--- src/rtl/mult_div_pkg.sv ---
// Shared constants and state encoding for the multiply/divide sequencing controller.
// Optional early divide-by-zero exit is selected with MULT_DIV_DIV0_EARLY_EXIT_EN.
package mult_div_pkg;

  localparam int CNT_W      = 32;
  localparam int MULT_STEPS = 16;
  localparam int DIV_STEPS  = 32;

  typedef enum logic [1:0] {
    IDLE = 2'd0,
    LOAD = 2'd1,
    RUN  = 2'd2,
    DONE = 2'd3
  } state_t;

endpackage

--- src/rtl/mult_div_ctrl.sv ---
// Sequencing controller for the multicycle multiplier/divider; drives the external iteration counter.
// Define MULT_DIV_DIV0_EARLY_EXIT_EN to finish a divide by zero straight after LOAD.
module mult_div_ctrl
  import mult_div_pkg::*;
#(
  parameter int CNT_W      = mult_div_pkg::CNT_W,
  parameter int MULT_STEPS = mult_div_pkg::MULT_STEPS,
  parameter int DIV_STEPS  = mult_div_pkg::DIV_STEPS
) (
  input  logic             clock,
  input  logic             reset_n,
  input  logic             ctrl_MULT,
  input  logic             ctrl_DIV,
  input  logic [CNT_W-1:0] count_in,
  input  logic             divisor_zero,
  input  logic             overflow_in,
  output logic [CNT_W-1:0] count_next,
  output logic             count_we,
  output logic             count_oe,
  output logic             count_clr,
  output logic             op_is_div,
  output logic             load_operands,
  output logic             step_en,
  output logic             busy,
  output logic             data_resultRDY,
  output logic             data_exception
);

  state_t           r_state;
  state_t           w_nextState;
  logic             r_opIsDiv;
  logic             r_div0;
  logic             r_fault;
  logic             w_start;
  logic [CNT_W-1:0] w_lastIdx;
  logic             w_lastStep;
  logic             w_overrun;

  assign w_start    = ctrl_MULT | ctrl_DIV;
  assign w_lastIdx  = r_opIsDiv ? CNT_W'(DIV_STEPS - 1) : CNT_W'(MULT_STEPS - 1);
  assign w_lastStep = (count_in >= w_lastIdx);
  assign w_overrun  = (count_in > w_lastIdx);
  assign op_is_div  = r_opIsDiv;

  // A counter value past the terminal index can only come from a fault; remember it for DONE.
  always_ff @(posedge clock or negedge reset_n) begin
    if (!reset_n) begin
      r_state   <= IDLE;
      r_opIsDiv <= 1'b0;
      r_div0    <= 1'b0;
      r_fault   <= 1'b0;
    end else begin
      r_state <= w_nextState;
      if (w_start) begin
        r_opIsDiv <= ctrl_DIV & ~ctrl_MULT;
      end
      if (r_state == LOAD) begin
        r_div0 <= divisor_zero;
      end
      if (w_start) begin
        r_fault <= 1'b0;
      end else if (r_state == RUN && w_overrun) begin
        r_fault <= 1'b1;
      end
    end
  end

  always_comb begin
    w_nextState    = r_state;
    count_next     = '0;
    count_we       = 1'b0;
    count_oe       = 1'b0;
    count_clr      = 1'b0;
    load_operands  = 1'b0;
    step_en        = 1'b0;
    busy           = 1'b0;
    data_resultRDY = 1'b0;
    data_exception = 1'b0;
    case (r_state)
      IDLE: begin
        w_nextState = IDLE;
      end
      LOAD: begin
        load_operands = 1'b1;
        count_clr     = 1'b1;
        count_oe      = 1'b1;
        busy          = 1'b1;
        w_nextState   = RUN;
`ifdef MULT_DIV_DIV0_EARLY_EXIT_EN
        if (r_opIsDiv && divisor_zero) begin
          w_nextState = DONE;
        end
`endif
      end
      RUN: begin
        step_en    = 1'b1;
        count_we   = 1'b1;
        count_oe   = 1'b1;
        busy       = 1'b1;
        count_next = count_in + CNT_W'(1);
        if (w_lastStep) begin
          w_nextState = DONE;
        end
      end
      DONE: begin
        data_resultRDY = 1'b1;
        count_oe       = 1'b1;
        data_exception = r_fault | (r_opIsDiv ? r_div0 : overflow_in);
        w_nextState    = IDLE;
      end
      default: begin
        w_nextState = IDLE;
      end
    endcase
    // A new start overrides whatever is in flight.
    if (w_start) begin
      w_nextState = LOAD;
    end
  end

endmodule

--- config.mk ---
export PLATFORM = sky130hd
export DESIGN_NAME = mult_div_ctrl
export DESIGN_NICKNAME = d
export VERILOG_FILES = /design/src/rtl/mult_div_pkg.sv /design/src/rtl/mult_div_ctrl.sv
export SDC_FILE = /design/constraint.sdc
export NUM_CORES = 1
export LEC_CHECK = 0
export ABC_AREA = 1
export CAP_MARGIN = 30
export CORE_MARGIN = 2
export CORE_UTILIZATION = 44
export CTS_CLUSTER_DIAMETER = 40
export DETAILED_ROUTE_END_ITERATION = 10
export GPL_TIMING_DRIVEN = 0
export PLACE_DENSITY_LB_ADDON = 0.3
export RECOVER_POWER = 100
export SYNTH_ARGS = -nofsm -noshare
export SYNTH_HDL_FRONTEND = slang
export SYNTH_SLANG_ARGS = --single-unit
--- constraint.sdc ---
create_clock -name clock -period 6.25 [get_ports clock]
set_input_delay 1.875 -clock clock [delete_from_list [all_inputs] [get_ports clock]]
set_output_delay 1.875 -clock clock [all_outputs]
set_load 0.02 [all_outputs]
==> out/metrics.yaml <==
outcome:
  status: "complete, no violations"
logic_synthesis:
  syn-num-nets: 349
  synth_cells: 304
  avgSynthCellArea_um2: 5.00
  ys.warnings.count: 0
  yosysUniqueCellTypes: 24
  synth_area_um2: 1520
  ys_ff_latch: 5
  ys_seq_area_frac: 0.0823
drt:
  vias: 2145
  detail-route-antenna-nets: 0
  routed_via_density: 4.97
  drc: 0
  first_pass_iters: 4
  wire_per_inst_um: 11.9
  wl_um: 5140
  drt_iter0_drc: 164
timing:
  layout_min_cycle_time_ns: 6.10
  setup_viol: 0
  relSlewSlack: 0.641
  finalHoldViolCount: 0
  finClkSkew_ns: 0.00237
  period_share: 0.975
  tns_ns: 0
  timing.fmax_ghz: 0.164
  rsz0062_at_grt: "no"
  tightestPinTransition_ns: 0.538
  final_max_slew_viol_count: 0
pwr:
  power_density_nw_per_um2: 71.9
  p_leak_uw: 0.00112
  vdd_drop_max_v: 0.0000855
clocking:
  insertion_delay_ns: 0.24
  hold_buffers: 0
  cts_num_sinks: 5
  cts_max_level: 1
  post_cts_buffers: 0
  cts.clk_slew.worst_paths_ns: 0.04
  clockRootBuffer: "clkbuf_4"
  cts_tree: "built"
  clockBufferDepth: 2
  cts_buffers: 3
global_routing:
  grt_usage: 0.262
  grt_max_degree: 11
  grt_first_pass_wirelength_um: 8410
  grt_pass1_vias: 1974
  grt-ovfl-total: 0
  antenna_found_initial: 0
critical_path:
  r2r-start: "r_state[0]"
  worstPathArrival_ns: 4.22
  crit_start: "count_in[4]"
  cp_max_fo: 5
  start_kind: "input port"
  critical_path_class: "in -> out"
  end_kind: "output pin"
  r2r_setup_slack_ns: 4.74
  cp_data_required_time_ns: 4.38
die:
  initial_core_util: 0.456
  dieArea_um2: 3940
  row_count: 21
  die_y_um: 62.8
  io_pins: 79
  design.core.area_um2: 3340
  fp.dieW_um: 62.8
cells_and_area:
  layout-drive-gt1-share: 0.0648
  fin_util: 0.714
  layout.nets: 432
  diodes: 0
  syn_to_final_growth_pct: 56.6
placement:
  routabilityCongestion: 0.992
  portBuffers: 78
  hpwlAfterDp_um: 4250
job:
  maxCapViolations: 0
worst_hold_path:
  min_from: "r_fault"
  hp-class: "reg -> reg"
## layer usage
layer	GRT usage	wire, um	vias to the layer above
met3	0.0324	386	13
met4	0.0889	89	0
met2	0.497	2530	101
met1	0.300	2130	910
met5	0	0	-
li1	-	-	1121
## Yosys cell counts
| master | instances | area share |
|---|---|---|
| a21oi_1 | 17 | 0.056 |
| buf_2 | 1 | 0.0033 |
| buf_4 | 2 | 0.0099 |
| clkbuf_1 | 2 | 0.0049 |
| dfrtp_1 | 5 | 0.082 |
| ha_1 | 7 | 0.058 |
| inv_1 | 49 | 0.12 |
| inv_2 | 3 | 0.0074 |
| nand2_1 | 83 | 0.20 |
| nand2_2 | 3 | 0.012 |
| nand3_1 | 21 | 0.069 |
| nand3_2 | 2 | 0.013 |
| nand4_1 | 5 | 0.021 |
| nor2_1 | 58 | 0.14 |
| nor2_2 | 5 | 0.021 |
| nor2_4 | 1 | 0.0074 |
| nor3_1 | 13 | 0.043 |
| nor3_2 | 3 | 0.020 |
| nor3_4 | 2 | 0.021 |
| o21a_1 | 1 | 0.0049 |
| o21ai_0 | 16 | 0.053 |
| o21ai_1 | 1 | 0.0033 |
| or2_2 | 1 | 0.0041 |
| xor2_1 | 3 | 0.017 |
## metrics by stage
| stage | cells | instance area (um^2) | power (uW) | hold slack (ns) | setup WS, ns |
|---|---|---|---|---|---|
| after detailed placement | 428 | 2360 | 136 | 0.523 | 0.135 |
| after CTS | 432 | 2380 | 176 | 0.539 | 0.138 |
| after floorplan | 304 | 1520 | 83.6 | 0.488 | 1.38 |
| final | 432 | 2380 | 171 | 0.542 | 0.153 |
| after global placement | 428 | 2360 | 134 | 0.517 | 0.126 |
| after global routing | 432 | 2380 | 185 | 0.571 | 0.00639 |
## repair_timing
| action | in CTS | in global routing |
|---|---|---|
| setup endpoints to repair | 0 | 2 |
| hold endpoints to repair | 0 | 0 |
| gates resized for setup | 0 | 1 |
## final cells by class
| cell class | instances | area [um^2] |
|---|---|---|
| multi-input combinational | 242 | 1170 |
| fill | 333 | 956 |
| timing repair buffer | 78 | 781 |
| inverter | 52 | 195 |
| sequential | 5 | 125 |
| tap | 46 | 57.6 |
| buffer | 5 | 27.5 |
| clock buffer | 4 | 26.3 |
## final timing paths
| path | end | depth (start not counted) |
|---|---|---|
| max in group asynchronous | r_state[0] | 1 |
| setup / recovery | count_next[23] | 8 |
| setup reg to reg | r_fault | 5 |
| hold reg to reg | r_fault | 2 |
| hold / removal | r_fault | 2 |
| min in group asynchronous | op_is_div | 1 |
## cell usage in the layout (no fill, tap or decap), types with 3 or more instances in the layout
master	netlist	final
nand3_2	2	3
inv_1	49	49
ha_1	7	7
xor2_1	3	3
clkbuf_4	0	3
nand3_1	21	20
clkdlybuf4s50_1	0	47
clkbuf_1	2	3
dlygate4sd3_1	0	31
nor3_1	13	13
nor2_2	5	4
o21ai_0	16	16
nor3_2	3	4
nand4_1	5	5
nand2_2	3	3
nand2_1	83	83
a21oi_1	17	17
dfrtp_1	5	5
nor2_1	58	59
## kinds of logic (layout without fill, tap and decap cells)
logic type	count (synthesis)	after routing	synth area share
xor gates and xnor gates	3	3	0.0173
AOI/OAI and AO/OA	35	35	0.117
DFF	5	5	0.0823
adders and majority gates	7	7	0.0576
buffers and inverters	57	139	0.146
and+or+nand+nor	197	197	0.579
## flip-flops by register name (all words and copies together) (netlist names)
register,flops
r_div0,1
op_is_div,1
r_fault,1
r_state,2
## where the power goes
group	switching (uW)	leakage (uW)	total [uW]	internal, uW
logic	53.3	0.00104	97.0	43.6
clock network	13.8	0.0000150	37.9	24.2
registers	1.68	0.0000619	36.3	34.6
total	68.8	0.00112	171	102
## critical path, stage by stage
cell and delay (ns):
dlygate4sd3_1 0.64, nand2_2 0.13, nor3_2 0.43, nand3_2 0.20
o21ai_1 0.16, nand2_1 0.06, nor2_1 0.10, clkdlybuf4s50_1 0.62
Note: power is estimated with default switching activity, not from simulation.
